File: src/rtl/m_7seg_scan_capture_pkg.sv
// Shared 7-segment definitions: abcdefg bit order, digit patterns and decode result type.
// The encoder (m_7segled) and the capture decoder both use these constants.
package m_7seg_scan_capture_pkg;

   localparam int SEG_W = 7;

   // abcdefg bit order, 1 = lit
   localparam int SEG_A = 6;
   localparam int SEG_B = 5;
   localparam int SEG_C = 4;
   localparam int SEG_D = 3;
   localparam int SEG_E = 2;
   localparam int SEG_F = 1;
   localparam int SEG_G = 0;

   localparam logic [SEG_W-1:0] SEG_0     = 7'b1111110;
   localparam logic [SEG_W-1:0] SEG_1     = 7'b0110000;
   localparam logic [SEG_W-1:0] SEG_2     = 7'b1101101;
   localparam logic [SEG_W-1:0] SEG_3     = 7'b1111001;
   localparam logic [SEG_W-1:0] SEG_4     = 7'b0110011;
   localparam logic [SEG_W-1:0] SEG_5     = 7'b1011011;
   localparam logic [SEG_W-1:0] SEG_6     = 7'b1011111;
   localparam logic [SEG_W-1:0] SEG_7     = 7'b1110000;
   localparam logic [SEG_W-1:0] SEG_8     = 7'b1111111;
   localparam logic [SEG_W-1:0] SEG_9     = 7'b1111011;
   localparam logic [SEG_W-1:0] SEG_BLANK = 7'b0000000;

   typedef struct packed {
      logic       err;
      logic       blank;
      logic [3:0] value;
   } seg_dec_t;

   // Encode side of the same table; values above 9 show blank.
   function automatic logic [SEG_W-1:0] seg_encode(input logic [3:0] v);
      case (v)
         4'd0:    return SEG_0;
         4'd1:    return SEG_1;
         4'd2:    return SEG_2;
         4'd3:    return SEG_3;
         4'd4:    return SEG_4;
         4'd5:    return SEG_5;
         4'd6:    return SEG_6;
         4'd7:    return SEG_7;
         4'd8:    return SEG_8;
         4'd9:    return SEG_9;
         default: return SEG_BLANK;
      endcase
   endfunction

endpackage

File: src/rtl/m_7seg_scan_capture_dec.sv
// Combinational 7-segment pattern decoder: abcdefg -> {err, blank, value}.
module m_7segdec
   import m_7seg_scan_capture_pkg::*;
(
   input  logic [SEG_W-1:0] seg_i,
   output seg_dec_t         dec_o
);

   always_comb begin
      // NOTE: every output gets a default first so no path leaves it unassigned (no latch).
      dec_o = '{err: 1'b0, blank: 1'b0, value: 4'h0};
      case (seg_i)
         SEG_0:     dec_o.value = 4'd0;
         SEG_1:     dec_o.value = 4'd1;
         SEG_2:     dec_o.value = 4'd2;
         SEG_3:     dec_o.value = 4'd3;
         SEG_4:     dec_o.value = 4'd4;
         SEG_5:     dec_o.value = 4'd5;
         SEG_6:     dec_o.value = 4'd6;
         SEG_7:     dec_o.value = 4'd7;
         SEG_8:     dec_o.value = 4'd8;
         SEG_9:     dec_o.value = 4'd9;
         SEG_BLANK: dec_o.blank = 1'b1;
         default: begin
            dec_o.err   = 1'b1;
            dec_o.value = 4'hF;
         end
      endcase
   end

endmodule

File: src/rtl/m_7seg_scan_capture.sv
// Reads back a scanned multiplexed 7-segment display: debounces each anode dwell,
// decodes the segment pattern into the slot's digit register and reports frame completion.
module m_7seg_scan_capture
   import m_7seg_scan_capture_pkg::*;
#(
   parameter int NDIG   = 4,
   parameter int STABLE = 4
) (
   input  logic                w_clk,
   input  logic                w_rst_n,
   input  logic [SEG_W-1:0]    w_seg,
   input  logic [NDIG-1:0]     w_an,
   output logic [4*NDIG-1:0]   r_dig,
   output logic [NDIG-1:0]     r_blank,
   output logic [NDIG-1:0]     r_err,
   output logic                r_upd,
   output logic                r_frame
);

   localparam int SW = NDIG + SEG_W;
   localparam int CW = 4;
   localparam int IW = (NDIG > 1) ? $clog2(NDIG) : 1;
   localparam logic [CW-1:0] CNT_ONE = CW'(1);
   localparam logic [CW-1:0] CNT_MAX = CW'(STABLE);
   localparam logic [CW-1:0] CNT_CAP = CW'(STABLE - 1);

   logic [SW-1:0]          smp;
   logic [SW-1:0]          s_q, s_d;
   logic [CW-1:0]          cnt_q, cnt_d;
   logic                   same;
   logic                   an_onehot;
   logic [IW-1:0]          an_idx;
   logic                   capture;
   seg_dec_t               dec;

   logic [NDIG-1:0][3:0]   dig_q, dig_d;
   logic [NDIG-1:0]        blank_q, blank_d;
   logic [NDIG-1:0]        err_q, err_d;
   logic [NDIG-1:0]        seen_q, seen_d;
   logic [NDIG-1:0]        seen_all;
   logic                   upd_q, upd_d;
   logic                   frame_q, frame_d;

   assign smp  = {w_an, w_seg};
   assign same = (smp == s_q);
   assign s_d  = smp;

   always_comb begin
      cnt_d = CNT_ONE;
      if (same) cnt_d = (cnt_q == CNT_MAX) ? CNT_MAX : cnt_q + CNT_ONE;
   end

   assign an_onehot = (w_an != '0) && ((w_an & (w_an - NDIG'(1))) == '0);

   always_comb begin
      an_idx = '0;
      for (int i = 0; i < NDIG; i++) begin
         if (w_an[i]) an_idx = IW'(i);
      end
   end

   // Fires on the single cycle a one-hot dwell reaches STABLE identical samples.
   assign capture = same && (cnt_q == CNT_CAP) && an_onehot;

   m_7segdec u_dec (
      .seg_i (w_seg),
      .dec_o (dec)
   );

   assign seen_all = seen_q | w_an;

   always_comb begin
      dig_d   = dig_q;
      blank_d = blank_q;
      err_d   = err_q;
      seen_d  = seen_q;
      upd_d   = capture;
      frame_d = 1'b0;
      if (capture) begin
         dig_d[an_idx]   = dec.value;
         blank_d[an_idx] = dec.blank;
         err_d[an_idx]   = dec.err;
         frame_d         = &seen_all;
         seen_d          = frame_d ? '0 : seen_all;
      end
   end

   // NOTE: state registers use non-blocking assignments so all of them update together on the edge.
   always_ff @(posedge w_clk or negedge w_rst_n) begin
      if (!w_rst_n) begin
         s_q     <= '0;
         cnt_q   <= '0;
         dig_q   <= '0;
         blank_q <= '1;
         err_q   <= '0;
         seen_q  <= '0;
         upd_q   <= 1'b0;
         frame_q <= 1'b0;
      end else begin
         s_q     <= s_d;
         cnt_q   <= cnt_d;
         dig_q   <= dig_d;
         blank_q <= blank_d;
         err_q   <= err_d;
         seen_q  <= seen_d;
         upd_q   <= upd_d;
         frame_q <= frame_d;
      end
   end

   assign r_dig   = dig_q;
   assign r_blank = blank_q;
   assign r_err   = err_q;
   assign r_upd   = upd_q;
   assign r_frame = frame_q;

endmodule

File: config.mk
export PLATFORM = sky130hd
export DESIGN_NAME = m_7seg_scan_capture
export DESIGN_NICKNAME = d
export VERILOG_FILES = /design/src/rtl/m_7seg_scan_capture_pkg.sv /design/src/rtl/m_7seg_scan_capture_dec.sv /design/src/rtl/m_7seg_scan_capture.sv
export SDC_FILE = /design/constraint.sdc
export NUM_CORES = 1
export LEC_CHECK = 0
export BUFFER_PORTS_ARGS = -buffer_cell sky130_fd_sc_hd__buf_2
export CELL_PAD_IN_SITES_DETAIL_PLACEMENT = 1
export CELL_PAD_IN_SITES_GLOBAL_PLACEMENT = 1
export CORE_MARGIN = 5
export CORE_UTILIZATION = 35
export DETAILED_ROUTE_END_ITERATION = 12
export PLACE_DENSITY_LB_ADDON = 0.3
export SETUP_SLACK_MARGIN = 0.1
export SYNTH_ARGS = -nofsm -noshare
export SYNTH_HDL_FRONTEND = slang
export SYNTH_HIERARCHICAL = 1
export SYNTH_SLANG_ARGS = --single-unit
export TNS_END_PERCENT = 10
File: constraint.sdc
create_clock -name w_clk -period 3.2 [get_ports w_clk]
set_input_delay 0.48 -clock w_clk [delete_from_list [all_inputs] [get_ports w_clk]]
set_output_delay 0.48 -clock w_clk [all_outputs]
set_load 0.01 [all_outputs]
* Yosys cells after proc, flatten, opt, wreduce, memory -nomap -nowiden
Index checks and enable logic that the tools add are counted.
** Word-level totals
- Flip-flop bits (word level) :: 45
- Input port bits :: 13
- Output and inout port bits :: 26
- Logic and storage cells :: 57
** Operators by class
- $add $sub $neg :: 2
- Order comparisons :: 2
- Equality and inequality tests :: 13
- Mux-type cells :: 17
- Bitwise logic cells :: 2
- Reductions and logical operators :: 10
** Operators by type and width (count)
- $eq 7x7->1 const B :: 8
- $pmux 4 s10 :: 1
- $bwmux 16 :: 1
- $mux 4 :: 4
- $eq 7x6->1 const B :: 2
- $eq 11x11->1 :: 1
- $reduce_or 11->1 :: 1
- $bwmux 4 :: 2
- $demux 4 s2 :: 1
- $logic_not 7->1 :: 1
- $mux 1 :: 5
- $add 4x1->4 const B :: 1
- $and 4x4->4 :: 1
- $eq 4x2->1 const B :: 1
- $eq 4x3->1 const B :: 1
- $logic_and 1x1->1 :: 4
- $logic_not 4->1 :: 1
- $mux 2 :: 2
- $or 4x4->4 :: 1
- $reduce_and 4->1 :: 1
- $reduce_bool 4->1 :: 1
- $sub 4x1->4 const B :: 1
- $lt 2x3->1 const B :: 1
- $demux 1 s2 :: 1
- other kinds (2) :: 2

* Depth between registers and ports, before layout
- Depth after elaboration :: 8
- Depth in mapped cells :: 6
- Depth with buffers taken out :: 6

* Cells and area by module
The synthesis kept the hierarchy.
** By module, submodules not included
- m_7seg_scan_capture :: times used 1, cells each 134, area an instance 1800.5 um^2, seq. area each 1131.1 um^2
- m_7segdec :: times used 1, cells each 35, area an instance 241.5 um^2, seq. area each 0.0 um^2

* Worst setup path after synthesis
Ideal clock, no wire load.
- Path type :: input to register
- Start point :: input port w_an[3]
- End point :: register dig_q (netlist bit r_dig[0])
- Library setup time :: 0.125 ns
- Arrival :: 1.981 ns
- Data required time :: 3.075 ns
- Slack :: 1.094 ns
- Stages on the path :: 6
- Path buffers :: 1
- Cells stage by stage :: clkbuf_1 xnor2_1 nand4_1 nor4_4 nand2_1 mux2_2
** Between the ends
- Cells in the longest elaborated chain, start to end :: 6
- Elaborated cells on any way between the ends :: 15
- Classes of those cells :: add/sub: 1; order compare: 2; eq/ne: 1; mux: 4; bitwise: 1; reduce/logical: 6
** RTL lines
- start: declaration :: RTL line m_7seg_scan_capture.sv:12 : input logic [NDIG-1:0] w_an,
- $mux 2 :: RTL line m_7seg_scan_capture.sv:58 : if (w_an[i]) an_idx = IW'(i);
- $lt 2x3->1 (not written as such) or $ge 2x1->1 (tied branches) :: RTL line m_7seg_scan_capture.sv:80 : dig_d[an_idx] = dec.value;
- $logic_and 1x1->1 (not written as such) :: RTL line m_7seg_scan_capture.sv:80
- $mux 4 (not written as such) :: RTL line m_7seg_scan_capture.sv:80
- $demux 4 s2 :: RTL line m_7seg_scan_capture.sv:80
- $bwmux 16 :: RTL line m_7seg_scan_capture.sv:80
- end signal: assignment :: RTL line m_7seg_scan_capture.sv:102 : dig_q <= dig_d;
- end: declaration :: RTL line m_7seg_scan_capture.sv:36 : logic [NDIG-1:0][3:0] dig_q, dig_d;
Parallel ways exist; a longest one is shown, timed or not.
A chain may end at the register's enable or synchronous reset.

* Worst setup path in the final report
- Start point :: register cnt_q[0]
- End point :: register err_q[0] (netlist: r_err[0])
** Between the ends
- Cells in the longest elaborated chain, start to end :: 3
** RTL lines
- start: declaration :: RTL line m_7seg_scan_capture.sv:29 : logic [CW-1:0] cnt_q, cnt_d;
- start signal: assignment :: RTL line m_7seg_scan_capture.sv:101 : cnt_q <= cnt_d;
- $eq 4x2->1 :: RTL line m_7seg_scan_capture.sv:63 : assign capture = same && (cnt_q == CNT_CAP) && an_onehot;
- $logic_and 1x1->1 (2 in series) :: RTL line m_7seg_scan_capture.sv:63
- end signal: assignment :: RTL line m_7seg_scan_capture.sv:104 : err_q <= err_d;
- end: declaration :: RTL line m_7seg_scan_capture.sv:38 : logic [NDIG-1:0] err_q, err_d;
Every way passes these cells.

==> run summary <==
cells on worst reg2reg path -> 6
Logic pwr share -> 0.077
Total GRT Usage -> 0.135
CP Capture Type -> flip-flop
synthesized cell area -> 0.00204 sq mm
clk_lat worst skew -> 0.30 ns
vias in the first global route -> 1531
Sink Count -> 45
syn avg cell area -> 12.1 sq um
clock share of power -> 0.344
hold_buf cts -> 0
Main synth FF type -> dfrtp_1
slowest cell delay on critical path -> 0.40 ns
worst path required time -> 3.39 ns
LEAKAGE -> 1.13 nW
min Tclk post-route -> 2.13 ns
# DRC -> 0
Synth async-reset ratio -> 1.00
crit path cell chain -> ha_1 -> nor3b_1 -> nand4_1 -> nor4_4 -> nand2_1 -> mux2_2
IO Pins -> 39
most frequent cells after synthesis -> 41 x dfrtp_1, 24 x mux2_2, 13 x xnor2_1, 10 x a21oi_1, 10 x nor2_1
Slew headroom -> 0.348
power per cell area -> 421 mW/mm^2
Clock Path Buffers -> 2
period utilisation layout -> 0.665
net count after synthesis -> 184
peak supply drop -> 0.256 mV
first-pass GRT wire length -> 7870 microns
Setup TNS -> 0 ns
number of setup buffers added after CTS -> 0
Die ar. -> 0.00746 sq mm
H-tree depth -> 2
Area growth syn-to-layout -> 16.1%
initial antenna violation count -> 0
CTS buffer count -> 5
RSZ-0062 raised after global routing -> false
first drt pass iteration count -> 4
vias -> 1434
CP max FO -> 8
CTS tree -> built
die width -> 86.4 microns
die height -> 86.4 microns
WL/cell -> 16.1 microns
Seq/Total Area, Yosys -> 0.554
f_max -> 470 MHz
area leader, netlist -> dfrtp_1
initial drt markers -> 70
final hold vios -> 0
clock-pin slew on the worst setup and hold paths -> 0.08 ns
Power Internal -> 0.755 mW
kind of critical path -> reg2reg
HPWL Detailed -> 3350 microns
number of fill cells -> 626
CTS resizes -> 0
Post-synth EDFFs -> 0
starting density of the core -> 0.366
Syn Inst Count -> 169
RD Place Congestion -> 0.720
arrival time worst endpoint -> 2.31 ns
root buf cell -> clkbuf_8
Final setup viols -> 0
core area -> 0.00557 sq mm
ant diodes -> 0
Psw -> 0.243 mW
pin count of the biggest net entering global routing -> 46
Unique masters post-synth -> 40
most frequent cell after synthesis -> dfrtp_1
final cell count without fillers -> 280
worst clock skew -> 0.00652 ns
flops & latches, synth -> 45
PortBufs -> 38
slowest library cell on the worst path -> dfrtp_1
Overflow after GRT -> 0
Placed Instances -> 272
row cnt -> 27
fin nets -> 222
RR Startpoint -> cnt_q[0]
fin. max-slew vios -> 0
Slew @ Worst Pin -> 0.978 ns
Post-DRT Antenna Nets -> 0
switch share -> 0.244
layout cells sized above 1 -> 0.365
final WL -> 4520 microns
Yosys top cell area share -> 0.502
Worst Hold Class -> in2async
warnings from Yosys -> 6
Via density -> 5.12
Synth area leaders -> dfrtp_1 50%, mux2_2 13%, xnor2_1 5.6%, dfstp_2 5.1%, a21oi_1 2.5%
Flop pwr share -> 0.579
max_cap viols -> 0
status -> finished, final reports clean
CP startpoint kind -> flip-flop
critical path startpoint -> cnt_q[0]
==> layout by cell type (no fill, tap or decap), types with 2 or more instances in the layout <==
cell type	netlist	final
nor4b_1	2	2
nand4_1	3	3
dfrtp_1	41	41
mux2_2	24	24
nand2_1	8	8
nand3_1	7	7
clkbuf_8	0	5
o22ai_1	4	4
nor2b_1	2	2
nand2b_1	2	2
buf_2	1	38
ha_1	2	2
dfstp_2	4	4
nor3_1	4	4
clkinvlp_4	0	2
inv_1	4	4
xnor2_1	13	13
o21ai_0	2	2
nor2_1	10	10
nor3b_1	2	2
a21oi_1	10	10
==> layout make-up <==
type	count	area (sq um)	area share
Multi-Input combinational cell	113	857	0.361
Inverter	4	15.0	0.00633
Timing Repair Buffer	38	190	0.0802
Clock inverter	2	15.0	0.00633
Clock buffer	6	72.6	0.0306
Sequential cell	45	1130	0.477
Tap cell	72	90.1	0.0380
==> power groups by stage <==
stage,Sequential [mW],Clock (mW),Combinational (mW)
floorplan,0.589,0,0.0458
global placement,0.590,0,0.0772
detailed placement,0.590,0,0.0783
CTS,0.579,0.359,0.0785
global route,0.580,0.387,0.0870
finish,0.579,0.343,0.0769
==> critical path, delay by kind of cell, from the launching register on <==
family	cells	cell delay, ns
muxes	1	0.35
adders and majority gates	1	0.22
DFF	1	0.40
and+or+nand+nor	4	1.06
==> cells by family after synthesis <==
logic type               after synthesis  synth area share
flip-flops                            45             0.554
multiplexers                          24             0.132
AO/OA/AOI/OAI                         24            0.0760
adder cells (fa/ha/maj)                2            0.0123
buffers and inverters                 11            0.0263
AND/OR/NAND/NOR                       49             0.139
XOR/XNOR                              14            0.0601
==> sequential cells by signal (all words and copies together) (netlist names) <==
| register | flops |
|---|---|
| cnt_q | 4 |
| r_blank | 4 |
| r_dig | 16 |
| r_err | 4 |
| r_frame | 1 |
| r_upd | 1 |
| s_q | 11 |
| seen_q | 4 |
==> per-stage QoR <==
step / area, sq um / utilization / hold slack, ns / worst slack (ns) / total power, mW
floorplan: 2040 / - / 0.184 / 1.09 / 0.635
global placement: 2280 / 0.410 / 0.484 / 0.801 / 0.667
detailed placement: 2280 / 0.410 / 0.494 / 0.765 / 0.668
CTS: 2370 / 0.425 / 0.371 / 1.00 / 1.02
global route: 2370 / 0.425 / 0.386 / 0.759 / 1.05
finish: 2370 / 0.425 / 0.341 / 1.07 / 0.999
==> per-layer routing <==
metal	vias up	part of all wire	global-route usage
li1	678	-	-
met3	4	0.043	0.0447
met5	-	0	0
met2	22	0.50	0.213
met1	730	0.44	0.175
met4	0	0.011	0.0425
==> worst paths after layout <==
kind / to / slack [ns]
worst min register to register: r_dig[15] / 0.51
min in group w_clk: s_q[9] / 0.40
worst min-delay path: s_q[0] / 0.34
worst max register to register: r_err[0] / 1.07
max in group asynchronous: r_dig[1] / 2.26
worst max-delay path: r_err[0] / 1.07
Power figures use the tool's default switching activity.
